--- config.mk ---
export PLATFORM = sky130hd
export DESIGN_NAME = reg_file_param
export DESIGN_NICKNAME = d
export VERILOG_FILES = /design/src/rtl/reg_file_param.sv
export SDC_FILE = /design/constraint.sdc
export NUM_CORES = 1
export LEC_CHECK = 0
export ABC_CLOCK_PERIOD_IN_PS = 2400
export CORE_ASPECT_RATIO = 2
export CORE_MARGIN = 1
export CORE_UTILIZATION = 45
export CTS_CLUSTER_DIAMETER = 100
export DETAILED_ROUTE_END_ITERATION = 8
export PLACE_DENSITY_LB_ADDON = 0.12
export SYNTH_ARGS = -nofsm -noshare
export SYNTH_HDL_FRONTEND = slang
export SYNTH_SLANG_ARGS = --single-unit
--- constraint.sdc ---
create_clock -name Clk -period 2.4 [get_ports Clk]
set_clock_uncertainty 0.15 [all_clocks]
set_input_delay 0.48 -clock Clk [delete_from_list [all_inputs] [get_ports Clk]]
set_output_delay 0.48 -clock Clk [all_outputs]
set_load 0.005 [all_outputs]
--- src/rtl/reg_file_param.sv ---
// reg_file_param: 2-read/2-write register file with busy scoreboard; define REGFILE_BYPASS_EN for same-edge write-to-read bypass
module reg_file_param #(
  parameter int DATA_W   = 18,
  parameter int ADDR_W   = 4,
  parameter int ZERO_REG = 0
) (
  input  logic                    Clk,
  input  logic                    Rst_n,
  input  logic                    ReadEnable1,
  input  logic                    ReadEnable2,
  input  logic [ADDR_W-1:0]       ReadRegister1,
  input  logic [ADDR_W-1:0]       ReadRegister2,
  output logic [DATA_W-1:0]       ReadData1,
  output logic [DATA_W-1:0]       ReadData2,
  output logic                    ReadValid1,
  output logic                    ReadValid2,
  input  logic                    RegWrite0,
  input  logic                    RegWrite1,
  input  logic [ADDR_W-1:0]       WriteRegister0,
  input  logic [ADDR_W-1:0]       WriteRegister1,
  input  logic [DATA_W-1:0]       WriteData0,
  input  logic [DATA_W-1:0]       WriteData1,
  input  logic                    Reserve,
  input  logic [ADDR_W-1:0]       ReserveRegister,
  output logic [(2**ADDR_W)-1:0]  Busy
);
  localparam int DEPTH = 2**ADDR_W;
  logic [DATA_W-1:0] regs_q [DEPTH];
  logic [DATA_W-1:0] regs_d [DEPTH];
  logic [DEPTH-1:0]  busy_q, busy_d;
  logic [DATA_W-1:0] rdata1_q, rdata1_d, rdata2_q, rdata2_d;
  logic              rvalid1_q, rvalid1_d, rvalid2_q, rvalid2_d;
  // Pipe 1 overrides pipe 0; a same-cycle reservation overrides the clearing write.
  always_comb begin
    for (int i = 0; i < DEPTH; i++) begin
      regs_d[i] = (ZERO_REG != 0 && i == 0) ? '0 :
                  (RegWrite1 && WriteRegister1 == ADDR_W'(i)) ? WriteData1 :
                  (RegWrite0 && WriteRegister0 == ADDR_W'(i)) ? WriteData0 : regs_q[i];
      busy_d[i] = (ZERO_REG != 0 && i == 0) ? 1'b0 :
                  (Reserve && ReserveRegister == ADDR_W'(i)) ? 1'b1 :
                  ((RegWrite0 && WriteRegister0 == ADDR_W'(i)) ||
                   (RegWrite1 && WriteRegister1 == ADDR_W'(i))) ? 1'b0 : busy_q[i];
    end
  end
  always_comb begin
`ifdef REGFILE_BYPASS_EN
    rdata1_d = ReadEnable1 ? regs_d[ReadRegister1] : rdata1_q;
    rdata2_d = ReadEnable2 ? regs_d[ReadRegister2] : rdata2_q;
`else
    rdata1_d = ReadEnable1 ? regs_q[ReadRegister1] : rdata1_q;
    rdata2_d = ReadEnable2 ? regs_q[ReadRegister2] : rdata2_q;
`endif
    rvalid1_d = ReadEnable1 ? ~busy_d[ReadRegister1] : rvalid1_q;
    rvalid2_d = ReadEnable2 ? ~busy_d[ReadRegister2] : rvalid2_q;
  end
  always_ff @(posedge Clk or negedge Rst_n) begin
    if (!Rst_n) begin
      for (int i = 0; i < DEPTH; i++) regs_q[i] <= '0;
      busy_q    <= '0;
      rdata1_q  <= '0;
      rdata2_q  <= '0;
      rvalid1_q <= 1'b0;
      rvalid2_q <= 1'b0;
    end else begin
      for (int i = 0; i < DEPTH; i++) regs_q[i] <= regs_d[i];
      busy_q    <= busy_d;
      rdata1_q  <= rdata1_d;
      rdata2_q  <= rdata2_d;
      rvalid1_q <= rvalid1_d;
      rvalid2_q <= rvalid2_d;
    end
  end
  assign ReadData1  = rdata1_q;
  assign ReadData2  = rdata2_q;
  assign ReadValid1 = rvalid1_q;
  assign ReadValid2 = rvalid2_q;
  assign Busy       = busy_q;
endmodule

# --- Word level (Yosys, flattened, before mapping) ---
# Cells that the tools add are included.
totals:
  register_bits: 342
op_classes:
  n_lt_le_gt_ge: 4
  n_eq_ne: 45
  muxes: 74
  bitwise: 4
  n_reduce_logical: 83
op_table:
  columns: ["op", "n"]
  rows:
  - ["2-to-1 mux 18 bit", 36]
  - ["binary-select mux 18 bit (select 4 bit)", 2]
  - ["equality test 4 bit, second input constant", 24]
  - ["equality test 4 x 3 -> 1 bit, second input constant", 12]
  - ["logical AND 1 bit", 48]
  - ["2-to-1 mux 1 bit", 34]
  - ["nonzero test 2 bit", 16]
  - ["equality test 4 x 2 -> 1 bit, second input constant", 6]
  - ["logical OR 1 bit", 16]
  - ["equality test 4 x 1 -> 1 bit, second input constant", 3]
  - ["logical NOT 4 bit", 3]
  - ["greater-or-equal comparator 5 bit, second input constant", 2]
  - ["less-than comparator 4 x 5 -> 1 bit, second input constant", 2]
  - ["NOT 4 -> 5 bit", 2]
  - ["binary-select mux 1 bit (select 4 bit)", 2]
  - ["NOT 1 bit", 2]

# --- Longest topological paths before layout ---
# Gate-level depths: netlist of the first run.
depth:
  ltp_word: 8
  mapped_depth: 9
  mapped_depth_nobuf: 6

# --- Worst setup path before layout of the first run ---
# No wires, ideal clock.
synth_path:
  path_type: "input to register"
  from: "in ReadRegister2[0]"
  to: "reg rdata2_q[10], in the netlist ReadData2[10]"
  setup_ns: 0.125
  arrival_time_ns: 2.202
  t_required_ns: 2.125
  path_slack_ns: -0.077
  path_stages: 5
  cell_sequence: "clkbuf_1 buf_2 mux4_2 mux4_2 mux2_2"
synth_between:
  elab_chain_len: 4
synth_lines:
  columns: ["element", "line_no", "text"]
  rows:
  - ["start, declared", "12", "input logic [ADDR_W-1:0] ReadRegister2,"]
  - ["NOT 4 -> 5 bit (not written as such)", "51", "rdata2_d = ReadEnable2 ? regs_q[ReadRegister2] : rdata2_q;"]
  - ["binary-select mux 18 bit (select 4 bit)", "51", null]
  - ["2-to-1 mux 18 bit (not written as such) (2 in series)", "51", null]
  - ["end signal, assigned", "68", "rdata2_q <= rdata2_d;"]
  - ["end, declared", "31", "logic [DATA_W-1:0] rdata1_q, rdata1_d, rdata2_q, rdata2_d;"]
# No other way between the ends. The select of a mux whose other input is x is not followed.
# A chain may end at the register's enable or synchronous reset.

# --- Final worst setup path of the first run ---
layout_path:
  from: "in WriteRegister0[1]"
  to: "reg rvalid2_q, in the netlist ReadValid2"
layout_between:
  elab_chain_len: 8
  elab_cells_between_ends: 83
layout_lines:
  columns: ["element", "line_no", "text"]
  rows:
  - ["start, declared", "19", "input logic [ADDR_W-1:0] WriteRegister0,"]
  - ["equality test 4 x 3 -> 1 bit", "41", "((RegWrite0 && WriteRegister0 == ADDR_W'(i)) ||"]
  - ["logical AND 1 bit", "41", null]
  - ["logical OR 1 bit", "41", null]
  - ["2-to-1 mux 1 bit", "42", "(RegWrite1 && WriteRegister1 == ADDR_W'(i))) ? 1'b0 : busy_q[i];"]
  - ["2-to-1 mux 1 bit", "40", "(Reserve && ReserveRegister == ADDR_W'(i)) ? 1'b1 :"]
  - ["via busy_d[5]", "30", "logic [DEPTH-1:0] busy_q, busy_d;"]
  - ["binary-select mux 1 bit (select 4 bit)", "54", "rvalid2_d = ReadEnable2 ? ~busy_d[ReadRegister2] : rvalid2_q;"]
  - ["2-to-1 mux 1 bit (not written as such)", "54", null]
  - ["NOT 1 bit", "54", null]
  - ["end signal, assigned", "70", "rvalid2_q <= rvalid2_d;"]
  - ["end, declared", "32", "logic rvalid1_q, rvalid1_d, rvalid2_q, rvalid2_d;"]
# The timed path passes the listed nets, and every way through them passes these cells. The select of a mux whose other input is x is not followed.

==> flow_metrics.env, run 1 <==
export IMPL_status="finished, violations left"
export IMPL_violations="design-rule violations"
export IMPL_ir_drop_v=0.000496
export IMPL_clk_latency_ns=0.54
export IMPL_postLayoutCoreUtil=0.552
export IMPL_routed_wl_um=69200
export IMPL_ios=117
export IMPL_antenna_found_initial=2
export IMPL_crit_top_cell="a211oi_1"
export IMPL_die_h_um=303
export IMPL_p_clk_frac=0.282
export IMPL_synth_seq_cells=342
export IMPL_p_leak_nw=10.2
export IMPL_slew_headroom=0.546
export IMPL_grt_max_degree=58
export IMPL_hp_class="in -> async"
export IMPL_hold_violations=0
export IMPL_cap_violations=0
export IMPL_hold_worst_slack_ns=0.333
export IMPL_grt_use_total=0.308
export IMPL_syn_num_nets=1847
export IMPL_fin_crit_sh=0.952
export IMPL_final_antenna_net_count=0
export IMPL_p_sw_w=0.00570
export IMPL_worst_endpoint_arrival_ns=2.57
export IMPL_crit_path_top_delay_cell="clkdlybuf4s50_1"
export IMPL_nets=1974
export IMPL_crit_type="in -> reg"
export IMPL_drive_gt1_frac=0.240
export IMPL_grt_pass1_wl_um=103000
export IMPL_critical_path_cell_chain="clkdlybuf4s50_1 -> nand2b_1 -> buf_4 -> or2_1 -> a32o_1 -> o311ai_1 -> a211oi_1 -> a211oi_1"
export IMPL_core_sq_um=44300
export IMPL_route_vias_total=15505
export IMPL_rsz0062_at_grt="false"
export IMPL_numCtsBuffers=34
export IMPL_htreeDepth=2
export IMPL_startpoint_type="input pin"
export IMPL_ys_types=43
export IMPL_dp_hpwl_um=44700
export IMPL_initial_utilization=0.459
export IMPL_synth_cells=1784
export IMPL_synth_fa_ha_area_frac=0
export IMPL_synthMuxAreaShare=0.365
export IMPL_fp_row_count=109
export IMPL_die_area_sq_um=46100
export IMPL_synth_top_family_by_area="multiplexers"
export IMPL_cp_data_required_time_ns=2.68
export IMPL_comb_power_share=0.284
export IMPL_ys_seq_area_frac=0.421
export IMPL_pwr_density_cell_nw_per_um2=799
export IMPL_finalSetupViolCount=0
export IMPL_cts_tree="done"
export IMPL_netSwitchingFraction=0.292
export IMPL_clock_sinks=342
export IMPL_end_kind="register"
export IMPL_async_flop_share=1.00
export IMPL_avgSynthCellArea_sq_um=11.4
export IMPL_syn_area_sq_um=20300
export IMPL_power_frac_seq=0.433
export IMPL_timing_fmax_ghz=0.438
export IMPL_r2r_start="regs_q[11]$_DFFE_PN0P_"
export IMPL_fill_cells=3782
export IMPL_cts_root_buf="clkbuf_16"
export IMPL_clock_path_buffers=3
export IMPL_first_global_vias=15650
export IMPL_synthSimpleGateAreaFrac=0.0833
export IMPL_fin_crit_ns=2.28
export IMPL_synth_xor_area_frac=0
export IMPL_grt_overflow=0
export IMPL_cpPeakStageDelay_ns=0.46
export IMPL_path_clk_slew_ns=0.07
export IMPL_portBuffers=116
export IMPL_preCtsSetupSlack_ns=-0.387
export IMPL_drtIter0Drc=1128
export IMPL_drt_first_pass_iters=7
export IMPL_gp_congestion=0.856
export IMPL_die_width_um=152
export IMPL_wl_per_cell_um=27.8
export IMPL_p_int_w=0.0139
export IMPL_setup_ws_ns=0.116
export IMPL_synth_compound_area_frac=0.0883
export IMPL_yosysWarnings=0
export IMPL_viasPerCell=6.22
export IMPL_drv_slew=0
export IMPL_worst_pin_slew_ns=0.679
export IMPL_synth_edf_count=0
export IMPL_startpoint="WriteRegister0[1]"
export IMPL_path_max_fanout=4
export IMPL_area_delta_synth_final_pct=20.4
export IMPL_synth_main_ff_cell="dfrtp_1"
export IMPL_drc=13
-- through the flow --
step	setup TNS, ns	area (sq um)	total power [W]	std cells
after floorplan	0	20400	0.0118	1784
after global placement	-39.60	23300	0.0139	2428
after CTS	0	24500	0.0197	2490
after detailed placement	-42.57	23300	0.0141	2428
after global routing	0	24500	0.0205	2492
final	0	24500	0.0196	2492
-- Yosys cell counts (2+ instances only) --
library cell,count,area share
nor3b_1,3,0.0011
o221ai_1,12,0.0052
a21oi_1,185,0.046
a31oi_1,2,0.00062
nand3_1,16,0.0039
o21ai_1,112,0.028
nand2_1,142,0.026
a221oi_1,2,0.00086
o22ai_1,2,0.00062
nor2_2,11,0.0034
a311oi_1,2,0.00086
buf_2,41,0.010
mux2i_1,290,0.14
mux2_2,18,0.010
dfrtp_1,342,0.42
a32oi_1,5,0.0022
o21ai_0,10,0.0025
nor2_1,193,0.036
and3_1,2,0.00062
a211oi_1,2,0.00074
nand2b_1,4,0.0012
buf_6,2,0.0011
nor2b_1,6,0.0018
buf_12,3,0.0030
or2_1,10,0.0031
mux2_4,18,0.013
or3b_1,2,0.00086
or3_1,2,0.00062
inv_1,2,0.00037
mux4_2,179,0.20
and3b_1,3,0.0013
nand3b_1,6,0.0022
buf_1,14,0.0026
clkbuf_1,132,0.024
-- registers in the layout, summed over array words and instances (netlist names) --
name and cells:
Busy 16, ReadData1 18, ReadData2 18, ReadValid1 1, ReadValid2 1, regs_q 288
-- cell type report --
cell class / count / area (sq um) / area share
Timing Repair Buffer: 284 / 3090 / 0.126
Clock inverter: 12 / 116 / 0.00475
Clock buffer: 49 / 998 / 0.0408
Antenna cell: 1 / 2.50 / 0.000102
Multi-Input combinational cell: 1247 / 11000 / 0.450
Inverter: 2 / 7.51 / 0.000307
Tap cell: 555 / 694 / 0.0284
Sequential cell: 342 / 8560 / 0.350
-- kinds of logic after synthesis --
group	after synthesis
DFF	342
buffers and inverters	195
AOI/OAI and AO/OA	338
muxes	506
and+or+nand+nor	403
-- critical path, delay by kind of cell --
| kind | cells | cell delay [ns] |
|---|---|---|
| buffers and inverters | 2 | 0.64 |
| and+or+nand+nor | 2 | 0.49 |
| AOI/OAI and AO/OA | 4 | 0.95 |
-- power by group through the flow --
stage | clock network (W) | registers (W) | logic (W)
final | 0.00552 | 0.00847 | 0.00556
after global placement | 0 | 0.00842 | 0.00548
after global routing | 0.00582 | 0.00867 | 0.00600
after floorplan | 0 | 0.00819 | 0.00363
after CTS | 0.00564 | 0.00845 | 0.00561
after detailed placement | 0 | 0.00854 | 0.00561
-- path summary, 6_finish.rpt --
kind / slack [ns] / endpoint / cells after the start
setup / recovery: 0.12 / ReadValid2$_DFFE_PN0P_ / 8
hold / removal: 0.33 / regs_q[201]$_DFFE_PN0P_ / 2
setup reg to reg: 0.41 / ReadData1[11]$_DFFE_PN0P_ / 3
hold reg to reg: 0.36 / ReadData2[5]$_DFFE_PN0P_ / 1
max in group asynchronous: 0.98 / Busy[3]$_DFF_PN0_ / 3
min in group Clk: 0.33 / ReadValid1$_DFFE_PN0P_ / 4
-- per-layer routing --
layer / part of all wire / track usage / up-vias / wire length, um
li1: - / - / 6806 / -
met1: 0.37 / 0.377 / 7840 / 25800
met4: 0.063 / 0.181 / 2 / 4350
met2: 0.51 / 0.531 / 671 / 35000
met5: 0.00025 / 0 / - / 17
met3: 0.059 / 0.0327 / 186 / 4060
-- cells in the final DEF, fill, tap and decap left out, drive strengths merged, types with 3 or more instances in the layout --
cell and instances:
a21oi 185, a32oi 5, and3b 3, buf 176, clkbuf 49, clkdlybuf4s50 107, clkinv 8, dfrtp 342
inv 3, mux2 36, mux2i 290, mux4 180, nand2 142, nand2b 4, nand3 16, nand3b 6
nor2 205, nor2b 6, nor3b 3, o21ai 122, o221ai 12, or2 10
-- timing repair --
| item | CTS | global route |
|---|---|---|
| gates resized for setup | 0 | 0 |
| hold buffers | 1 | 0 |
| endpoints found under the hold margin | 49 | 0 |
| buffers inserted | 0 | 1 |
| endpoints found under the setup margin | 0 | 1 |
(Power assumes the default switching activity.)
==> run 2: changes to the inputs <==
Settings changed: CELL_PAD_IN_SITES_DETAIL_PLACEMENT set to 1, CELL_PAD_IN_SITES_GLOBAL_PLACEMENT set to 1.
==> run 2 against run 1 <==
Compared with the run above: the run still ends with design-rule violations left; total power is 4.5% higher; global-route usage is 5.2 points higher; critical path depth stayed put; utilization is 0.66 points higher; register-to-register slack worse by 0.05 ns; sequential share of layout area is 0.41 points lower; clock power is 7.6% higher; combinational power is 6.1% higher; final cell count is 1.2% higher; worst setup slack worse by 0.050 ns; maximum frequency is 2.1% lower; largest cell class unchanged; highest routed layer unchanged.
==> flow_metrics.env, run 2 (same netlist as run 1, synthesis figures left out) <==
export IMPL_status="finished, violations left"
export IMPL_violations="design-rule violations"
export IMPL_finalSetupViolCount=0
export IMPL_grt_pass1_wl_um=120000
export IMPL_dp_hpwl_um=53800
export IMPL_drt_first_pass_iters=7
export IMPL_grt_use_met2=0.653
export IMPL_ctsResizeCount=0
export IMPL_path_clk_slew_ns=0.07
export IMPL_total_power_w=0.0204
export IMPL_end_kind="register"
export IMPL_wl_per_cell_um=31.8
export IMPL_route_vias_total=16284
export IMPL_routed_wl_um=80100
export IMPL_worst_endpoint_arrival_ns=2.64
export IMPL_register_area_sq_um=8560
export IMPL_p_sw_w=0.00628
export IMPL_comb_power_share=0.289
export IMPL_multi_input_area_sq_um=11000
export IMPL_area_delta_synth_final_pct=21.8
export IMPL_die_h_um=303
export IMPL_hold_buffers=1
export IMPL_ir_drop_v=0.000708
export IMPL_setup_tns_ns=0
export IMPL_antenna_found_initial=3
export IMPL_clock_path_buffers=3
export IMPL_fill_cells=4541
export IMPL_nets=2002
export IMPL_drtIter0Drc=1106
export IMPL_core_sq_um=44300
export IMPL_post_cts_buffers=0
export IMPL_gp_congestion=0.942
export IMPL_die_width_um=152
export IMPL_p_int_w=0.0142
export IMPL_grt_overflow=0
export IMPL_path_max_fanout=4
export IMPL_regMostFlops="regs_q"
export IMPL_grt_use_total=0.360
export IMPL_initial_utilization=0.459
export IMPL_met3_usage=0.0473
export IMPL_htreeDepth=2
export IMPL_p_leak_nw=10.3
export IMPL_drive_gt1_frac=0.252
export IMPL_design_area_sq_um=24800
export IMPL_portBuffers=116
export IMPL_cts_tree="done"
export IMPL_fin_crit_ns=2.33
export IMPL_grt_max_degree=70
export IMPL_final_antenna_net_count=0
export IMPL_clock_sinks=342
export IMPL_hp_class="in -> async"
export IMPL_timing_fmax_ghz=0.428
export IMPL_clk_latency_ns=0.54
export IMPL_cts_root_buf="clkbuf_16"
export IMPL_startpoint="WriteRegister1[2]"
export IMPL_viasPerCell=6.46
export IMPL_pwr_density_cell_nw_per_um2=825
export IMPL_final_common_cell="dfrtp_1"
export IMPL_startpoint_type="input pin"
export IMPL_hold_violations=0
export IMPL_slew_headroom=0.551
export IMPL_ios=117
export IMPL_p_clk_frac=0.290
export IMPL_largest_register_ffs=288
export IMPL_placed_area_sq_um=23600
export IMPL_fin_crit_sh=0.973
export IMPL_crit_type="in -> reg"
export IMPL_cap_violations=0
export IMPL_drc=16
export IMPL_netSwitchingFraction=0.307
export IMPL_met1_usage=0.391
export IMPL_die_area_sq_um=46100
export IMPL_cp_data_required_time_ns=2.70
export IMPL_r2r_start="regs_q[79]$_DFFE_PN0P_"
export IMPL_numCtsBuffers=35
export IMPL_first_global_vias=18180
export IMPL_drv_slew=0
export IMPL_grt_busiest_layer="met2"
export IMPL_power_frac_seq=0.421
export IMPL_fp_row_count=109
export IMPL_worst_pin_slew_ns=0.671
export IMPL_rsz0062_at_grt="false"
export IMPL_final_cell_mix="342 x dfrtp_1, 290 x mux2i_1, 189 x nor2_1, 185 x a21oi_1, 179 x mux4_2"
[run 2: through the flow]
step | util | hold slack [ns] | std cells | setup slack [ns]
after global placement | 0.532 | 0.217 | 2456 | -0.346
after global routing | 0.559 | 0.266 | 2521 | 0.0402
after detailed placement | 0.532 | 0.215 | 2456 | -0.392
final | 0.559 | 0.257 | 2521 | 0.0654
after CTS | 0.559 | 0.253 | 2519 | 0.129
after floorplan | - | 0.0344 | 1784 | 0.0214
[run 2: area by class of cell]
class                   count  share of cell area
multi-input cells        1247               0.445
flip-flops and latches    342               0.345
repair buffers            311               0.133
clock buffers              43              0.0386
well taps                 555              0.0280
clock inverters            19             0.00964
inverters                   2            0.000303
diodes                      2            0.000202
[run 2: power groups by stage]
stage	Combinational, W	Clock, W	Sequential (W)
after floorplan	0.00363	0	0.00819
after global placement	0.00568	0	0.00849
after detailed placement	0.00591	0	0.00864
after CTS	0.00594	0.00602	0.00856
after global routing	0.00633	0.00618	0.00876
final	0.00590	0.00594	0.00860
[run 2: path summary, 6_finish.rpt]
kind / endpoint / slack [ns] / cells past startpoint
max: ReadValid1$_DFFE_PN0P_ / 0.07 / 8
min in group Clk: ReadData1[5]$_DFFE_PN0P_ / 0.27 / 2
max in group asynchronous: regs_q[63]$_DFFE_PN0P_ / 1.13 / 3
min reg2reg: ReadData1[12]$_DFFE_PN0P_ / 0.36 / 1
min: regs_q[233]$_DFFE_PN0P_ / 0.26 / 2
max reg2reg: ReadData1[7]$_DFFE_PN0P_ / 0.36 / 3
[run 2: critical path, cell delays in order]
cell and delay [ns]:
clkdlybuf4s50_1 0.54, nand3_1 0.16, buf_4 0.18, o221ai_1 0.30
nand2_1 0.14, mux2i_1 0.49, a221oi_1 0.15, a31oi_1 0.18
[run 2: layer usage]
layer | share of wire | up-vias
met1 | 0.35 | 8477
met4 | 0.074 | 2
met3 | 0.050 | 274
li1 | - | 6868
met2 | 0.53 | 663
met5 | 0.00016 | -
